$ cat src/rtl/ipv4_checksum_sequencer.sv
// ipv4_checksum_sequencer
//
// Watches the AXI-Stream handshake on the router output-port-lookup path and
// computes the IPv4 header checksum of each packet. It never drives the
// stream. A single 16-bit ones'-complement adder is shared across the nine
// header words. The block presents one result per packet on a valid/ready
// interface.
//
// Ports:
//   AXI_ACLK       clock, rising edge
//   AXI_RESET      asynchronous active-high reset
//   S_AXIS_TDATA   snooped beat data (256 bits)
//   S_AXIS_TVALID  snooped valid
//   S_AXIS_TREADY  snooped ready; a beat is accepted on TVALID & TREADY
//   S_AXIS_TLAST   snooped end-of-packet
//   cfg_enable     0 = ignore new packets (in-flight work still completes)
//   chk_result     computed checksum (~folded sum)
//   chk_rx         checksum field carried by the packet
//   chk_ok         chk_result == chk_rx
//   chk_valid      result available
//   chk_ready      consumer accepts the result
//   busy           FSM is not idle
//   drop_count     SOPs skipped while busy (saturating)
//   runt_count     single-beat packets seen while idle and enabled (saturating)
module ipv4_checksum_sequencer #(
    parameter int C_S_AXIS_DATA_WIDTH = 256,
    parameter int CNT_WIDTH           = 32
) (
    input  logic                           AXI_ACLK,
    input  logic                           AXI_RESET,
    input  logic [C_S_AXIS_DATA_WIDTH-1:0] S_AXIS_TDATA,
    input  logic                           S_AXIS_TVALID,
    input  logic                           S_AXIS_TREADY,
    input  logic                           S_AXIS_TLAST,
    input  logic                           cfg_enable,
    output logic [15:0]                    chk_result,
    output logic [15:0]                    chk_rx,
    output logic                           chk_ok,
    output logic                           chk_valid,
    input  logic                           chk_ready,
    output logic                           busy,
    output logic [CNT_WIDTH-1:0]           drop_count,
    output logic [CNT_WIDTH-1:0]           runt_count
);

    localparam logic [2:0] IDLE    = 3'd0;
    localparam logic [2:0] ACCUM   = 3'd1;
    localparam logic [2:0] WAIT_B1 = 3'd2;
    localparam logic [2:0] ADD8    = 3'd3;
    localparam logic [2:0] FINISH  = 3'd4;
    localparam logic [2:0] DONE    = 3'd5;

    localparam logic [CNT_WIDTH-1:0] CNT_ONE = {{(CNT_WIDTH-1){1'b0}}, 1'b1};

    logic [2:0]             state_q, state_d;
    logic                   inPkt_q, inPkt_d;
    logic [0:7][15:0]       hdrWords_q, hdrWords_d;
    logic [15:0]            rxCap_q, rxCap_d;
    logic [15:0]            acc_q, acc_d;
    logic [2:0]             idx_q, idx_d;
    logic [15:0]            w8_q, w8_d;
    logic                   w8Valid_q, w8Valid_d;
    logic                   secondPending_q, secondPending_d;
    logic [15:0]            result_q, result_d;
    logic [15:0]            rxOut_q, rxOut_d;
    logic                   ok_q, ok_d;
    logic [CNT_WIDTH-1:0]   drop_q, drop_d;
    logic [CNT_WIDTH-1:0]   runt_q, runt_d;

    logic beat;
    logic sop;
    logic w8Capture;
    logic w8Ready;
    logic unusedTdataBits;

    // Ones'-complement add: the end-around carry is folded back in the same
    // cycle. A second carry is impossible (max 0xFFFF + 0xFFFF = 0x1FFFE).
    function automatic logic [15:0] fold(input logic [15:0] a, input logic [15:0] b);
        logic [16:0] s;
        s = {1'b0, a} + {1'b0, b};
        return s[15:0] + {15'd0, s[16]};
    endfunction

    assign beat = S_AXIS_TVALID & S_AXIS_TREADY;
    assign sop  = beat & ~inPkt_q;

    // The second beat of the tracked packet is captured only while busy. The
    // SOP itself is taken in IDLE, so the next accepted beat is always W8.
    assign w8Capture = (state_q != IDLE) & beat & ~sop & secondPending_q;

    // W8 may arrive in the same cycle the FSM needs it. Treating it as ready
    // then lets ADD8 follow immediately without a WAIT_B1 bubble.
    assign w8Ready = w8Valid_q | w8Capture;

    // Payload bits between the IP header and W8 are never examined.
    assign unusedTdataBits = ^S_AXIS_TDATA[239:144];

    // Next-state logic. The SOP tracker and the W8 capture run in every state,
    // independently of the FSM. Result registers change only in FINISH, so they
    // hold through DONE and until the next packet finishes.
    always_comb begin
        state_d         = state_q;
        inPkt_d         = inPkt_q;
        hdrWords_d      = hdrWords_q;
        rxCap_d         = rxCap_q;
        acc_d           = acc_q;
        idx_d           = idx_q;
        w8_d            = w8_q;
        w8Valid_d       = w8Valid_q;
        secondPending_d = secondPending_q;
        result_d        = result_q;
        rxOut_d         = rxOut_q;
        ok_d            = ok_q;
        drop_d          = drop_q;
        runt_d          = runt_q;

        if (beat) begin
            inPkt_d = ~S_AXIS_TLAST;
        end

        if (w8Capture) begin
            w8_d            = S_AXIS_TDATA[255:240];
            w8Valid_d       = 1'b1;
            secondPending_d = 1'b0;
        end

        if (sop && (state_q != IDLE) && (drop_q != '1)) begin
            drop_d = drop_q + CNT_ONE;
        end

        case (state_q)
            IDLE: begin
                if (sop && cfg_enable) begin
                    if (S_AXIS_TLAST) begin
                        if (runt_q != '1) begin
                            runt_d = runt_q + CNT_ONE;
                        end
                    end else begin
                        hdrWords_d      = {S_AXIS_TDATA[143:64], S_AXIS_TDATA[47:0]};
                        rxCap_d         = S_AXIS_TDATA[63:48];
                        acc_d           = 16'h0000;
                        idx_d           = 3'd0;
                        w8Valid_d       = 1'b0;
                        secondPending_d = 1'b1;
                        state_d         = ACCUM;
                    end
                end
            end
            ACCUM: begin
                acc_d = fold(acc_q, hdrWords_q[idx_q]);
                idx_d = idx_q + 3'd1;
                if (idx_q == 3'd7) begin
                    state_d = w8Ready ? ADD8 : WAIT_B1;
                end
            end
            WAIT_B1: begin
                if (w8Ready) begin
                    state_d = ADD8;
                end
            end
            ADD8: begin
                acc_d   = fold(acc_q, w8_q);
                state_d = FINISH;
            end
            FINISH: begin
                result_d = ~acc_q;
                rxOut_d  = rxCap_q;
                ok_d     = (~acc_q == rxCap_q);
                state_d  = DONE;
            end
            DONE: begin
                if (chk_ready) begin
                    state_d = IDLE;
                end
            end
            default: begin
                state_d = IDLE;
            end
        endcase
    end

    // State registers. Reset may land mid-packet; clearing inPkt makes the
    // first accepted beat after release an SOP.
    always_ff @(posedge AXI_ACLK or posedge AXI_RESET) begin
        if (AXI_RESET) begin
            state_q         <= IDLE;
            inPkt_q         <= 1'b0;
            hdrWords_q      <= '0;
            rxCap_q         <= 16'h0000;
            acc_q           <= 16'h0000;
            idx_q           <= 3'd0;
            w8_q            <= 16'h0000;
            w8Valid_q       <= 1'b0;
            secondPending_q <= 1'b0;
            result_q        <= 16'h0000;
            rxOut_q         <= 16'h0000;
            ok_q            <= 1'b0;
            drop_q          <= '0;
            runt_q          <= '0;
        end else begin
            state_q         <= state_d;
            inPkt_q         <= inPkt_d;
            hdrWords_q      <= hdrWords_d;
            rxCap_q         <= rxCap_d;
            acc_q           <= acc_d;
            idx_q           <= idx_d;
            w8_q            <= w8_d;
            w8Valid_q       <= w8Valid_d;
            secondPending_q <= secondPending_d;
            result_q        <= result_d;
            rxOut_q         <= rxOut_d;
            ok_q            <= ok_d;
            drop_q          <= drop_d;
            runt_q          <= runt_d;
        end
    end

    assign chk_result = result_q;
    assign chk_rx     = rxOut_q;
    assign chk_ok     = ok_q;
    assign chk_valid  = (state_q == DONE);
    assign busy       = (state_q != IDLE);
    assign drop_count = drop_q;
    assign runt_count = runt_q;

endmodule
$ cat config.mk
export PLATFORM = sky130hd
export DESIGN_NAME = ipv4_checksum_sequencer
export DESIGN_NICKNAME = d
export VERILOG_FILES = /design/src/rtl/ipv4_checksum_sequencer.sv
export SDC_FILE = /design/constraint.sdc
export NUM_CORES = 1
export LEC_CHECK = 0
export CORE_ASPECT_RATIO = 1.4
export CORE_UTILIZATION = 54
export CTS_CLUSTER_SIZE = 24
export DETAILED_ROUTE_END_ITERATION = 7
export GPL_TIMING_DRIVEN = 0
export PLACE_DENSITY_LB_ADDON = 0.05
export SLEW_MARGIN = 10
export SYNTH_ARGS = -nofsm -noshare
export SYNTH_HDL_FRONTEND = slang
export SYNTH_SLANG_ARGS = --single-unit
$ cat constraint.sdc
create_clock -name AXI_ACLK -period 27.1 [get_ports AXI_ACLK]
set_input_delay 6.775 -clock AXI_ACLK [delete_from_list [all_inputs] [get_ports AXI_ACLK]]
set_output_delay 6.775 -clock AXI_ACLK [all_outputs]
set_load 0.01 [all_outputs]
==> run metrics <==
most frequent cells in the layout=dfrtp_1 (282), clkdlybuf4s50_1 (265), mux2_2 (199); routed vias/inst=around 5.7; R2R setup slack=between 20 and 25 ns; wire per inst=20.6 um; Area Overhead vs Synth=27.9%; Rel. slew slack=34.7%; cell area after synthesis=14400 um2; average footprint of a synthesized cell=between 10 and 15 um2; combinational share of power=50.8%; Root Buffer=clkbuf_16; Hold Crit Depth=1; Setup WS pre-CTS=about 17 ns; hold_ws=0.490 ns; number of global-route vias before repair=11016; syn nets=roughly 1500; unrepaired setup endpoints after global routing=false; clk sink count=282; Final WS setup=around 18 ns; routability congestion estimate=between 0.8 and 0.9; peak supply drop=~0.07 mV; Post-synth top flop=dfrtp_1; Static Leakage=about 8.1 nW; Final Non-Filler Cells=roughly 1800; Area contributors post-synth=dfrtp_1 (49%), mux2_2 (16%), mux4_2 (5.0%); Starting Density=55.1%; DIE AREA=27400 um2; Num CTS Buffers=28; yosys warns=0; first-pass GRT wire length=59.6 mm; final hold vios=0; setup TNS=0 ns; crit path to=runt_count[26]; asr flop ratio synth=between 90% and 100%; Antenna Nets Post-Route=0; MaxCap Viol Count=0; clk buf depth=3; Multi-input gate area=7100 um2; Worst R2R Start=idx_q[0]; HP Class=flip-flop to flip-flop; critical path launch point type=input port; crit path capture type=flip-flop; clock network power share=approximately 17%; cell taking the most area after synthesis=dfrtp_1; Clock Pin Slew Worst Setup and Hold Paths=0.06 ns; flops & latches, synth=282; Worst Tran Pin Value=0.979 ns; CP arrival=9.69 ns; Max Fanout on Critical Path=6; min Tclk post-route=9.25 ns; row cnt=70; largest net degree at the start of global routing=112; die span in y=195 um; Overall Global Routing Usage=28.4%; Slew Limit Fails=0; Overall Power=0.00221 W; Syn Inst Count=1191; global route overflow=0; Core Box Area=26200 um2; H-tree depth=1; layout cells sized above 1=between 20% and 30%; commonest non-fill, non-tap cell in the layout=dfrtp_1; Worst-Skew Late Latency=roughly 0.56 ns; post-synthesis sequential area ratio=48.9%; DR iter-0 viols=~370; R2R depth=21; Port Buffer Count=265; Layout Nets=1793; worst setup path startpoint=S_AXIS_TVALID; register area=7060 um2; antenna violations before repair=6; Post-synth EDFFs=0; Pint=0.00135 W; power density cells=120 nW/um2; Switch Pwr=0.000860 W; fmax=108 MHz; drt drc=0; CTS tree=built; Die X=about 140 um; share of the synthesized area in the top cell type=48.9%; Cells after DPL=about 1800; HPWL Detailed=28.6 mm; FILL cells=1930; drt total wl=roughly 38 mm; CTS Hold Bufs=0; Layout Skew=0.0202 ns; postcts setup bufs=0; switching part of the total=38.9%; DR vias=approximately 11000; fin crit share=34.1%; Worst Path Class, Setup=input port to flip-flop; reg2reg end=acc_q[14]; register share of total power=31.9%; num ports=362; setup violators final=0; required time worst endpoint=between 20 and 30 ns; status=finished, final reports clean; post-CTS sizing=0; Netlist cell types=73; 1st-pass router iterations=4
-- power by group through the flow --
| stage | sequential (W) | combinational, W | clock (W) |
|---|---|---|---|
| 5_1_grt | 0.000725 | 0.00123 | 0.000404 |
| 6_report | 0.000705 | 0.00112 | 0.000382 |
| 3_3_place_gp | 0.000704 | 0.00109 | 0 |
| 3_5_place_dp | 0.000711 | 0.00112 | 0 |
| 4_1_cts | 0.000705 | 0.00112 | 0.000388 |
| 2_1_floorplan | 0.000670 | 0.000837 | 0 |
-- layer usage --
layer  GRT usage [%]  routed length (um)  vias to the layer above
met5               0                  34                        -
met4            11.6                1560                        6
met3            8.66                3180                       85
met2            49.7               18900                      342
met1            32.0               14100                     5186
li1                -                   -                     4910
-- synth_stat cells (all sizes together) (3+ instances only) --
cell and number:
a21o 10, mux2 199, or3 3, and3 24, xnor2 80, mux4 32, nand3 29, and4 4
a22o 3, nor4 11, clkbuf 38, nand4 28, dfrtp 282, nor2 71, o22ai 9, o21ai 19
a22oi 5, nand2 77, a21oi 37, mux2i 5, xor2 45, o211ai 4, or2 7, nor2b 6
a221oi 3, and2 7, ha 40, a2111oi 4, buf 13, a31oi 4, inv 21, nor3 21
o21a 4, a211oi 9, o31ai 4, nand2b 3
-- worst min path at each step --
| stage | end | slack (ns) | from |
|---|---|---|---|
| floorplan | w8Valid_q | 0.45 | w8Valid_q |
| global placement | runt_count[19] | 0.47 | runt_count[19] |
| detailed placement | runt_count[15] | 0.48 | runt_count[15] |
| CTS | runt_count[15] | 0.50 | runt_count[15] |
| global route | hdrWords_q[93] | 0.51 | hdrWords_q[93] |
| finish | runt_count[15] | 0.49 | runt_count[15] |
-- through the flow --
| stage | area, um2 | util (%) |
|---|---|---|
| finish | 18500 | 70.5 |
| global route | 18500 | 70.5 |
| CTS | 18500 | 70.5 |
| detailed placement | 17600 | 67.1 |
| global placement | 17500 | 66.8 |
| floorplan | 14400 | - |
-- sequential cells by signal (all words and copies together), names as in the netlist --
register,count
state_q,3
w8Valid_q,1
drop_count,32
acc_q,16
w8_q,16
secondPending_q,1
chk_result,16
chk_rx,16
idx_q,3
rxCap_q,16
runt_count,32
chk_ok,1
inPkt_q,1
hdrWords_q,128
-- logic make-up after synthesis --
kind of cell | count (synthesis) | synth area share [%]
compound gates | 135 | 6.69
xor+xnor | 125 | 7.58
fa+ha+maj | 42 | 3.74
buf+inv | 72 | 1.97
flops | 282 | 48.9
mux | 236 | 20.9
simple gates | 299 | 10.3
-- cell type report --
class / instances / area share, %
inverters: 21 / 0.468
well taps: 324 / 2.20
repair buffers: 267 / 14.7
clock buffers: 40 / 4.31
multi-input cells: 837 / 38.5
clock inverters: 12 / 0.556
flip-flops and latches: 282 / 38.2
plain buffers: 51 / 1.11
diodes: 2 / 0.0271
-- worst max-delay path, cell delays in order --
cell	delay, ns
clkdlybuf4s50_1	0.47
nand4b_1	0.17
nor4_1	0.28
nand2_1	0.23
a31oi_1	0.50
and2b_1	0.32
and2_0	0.31
and3_1	0.33
nand4_1	0.15
xnor2_1	0.15
(Power assumes the default switching activity.)
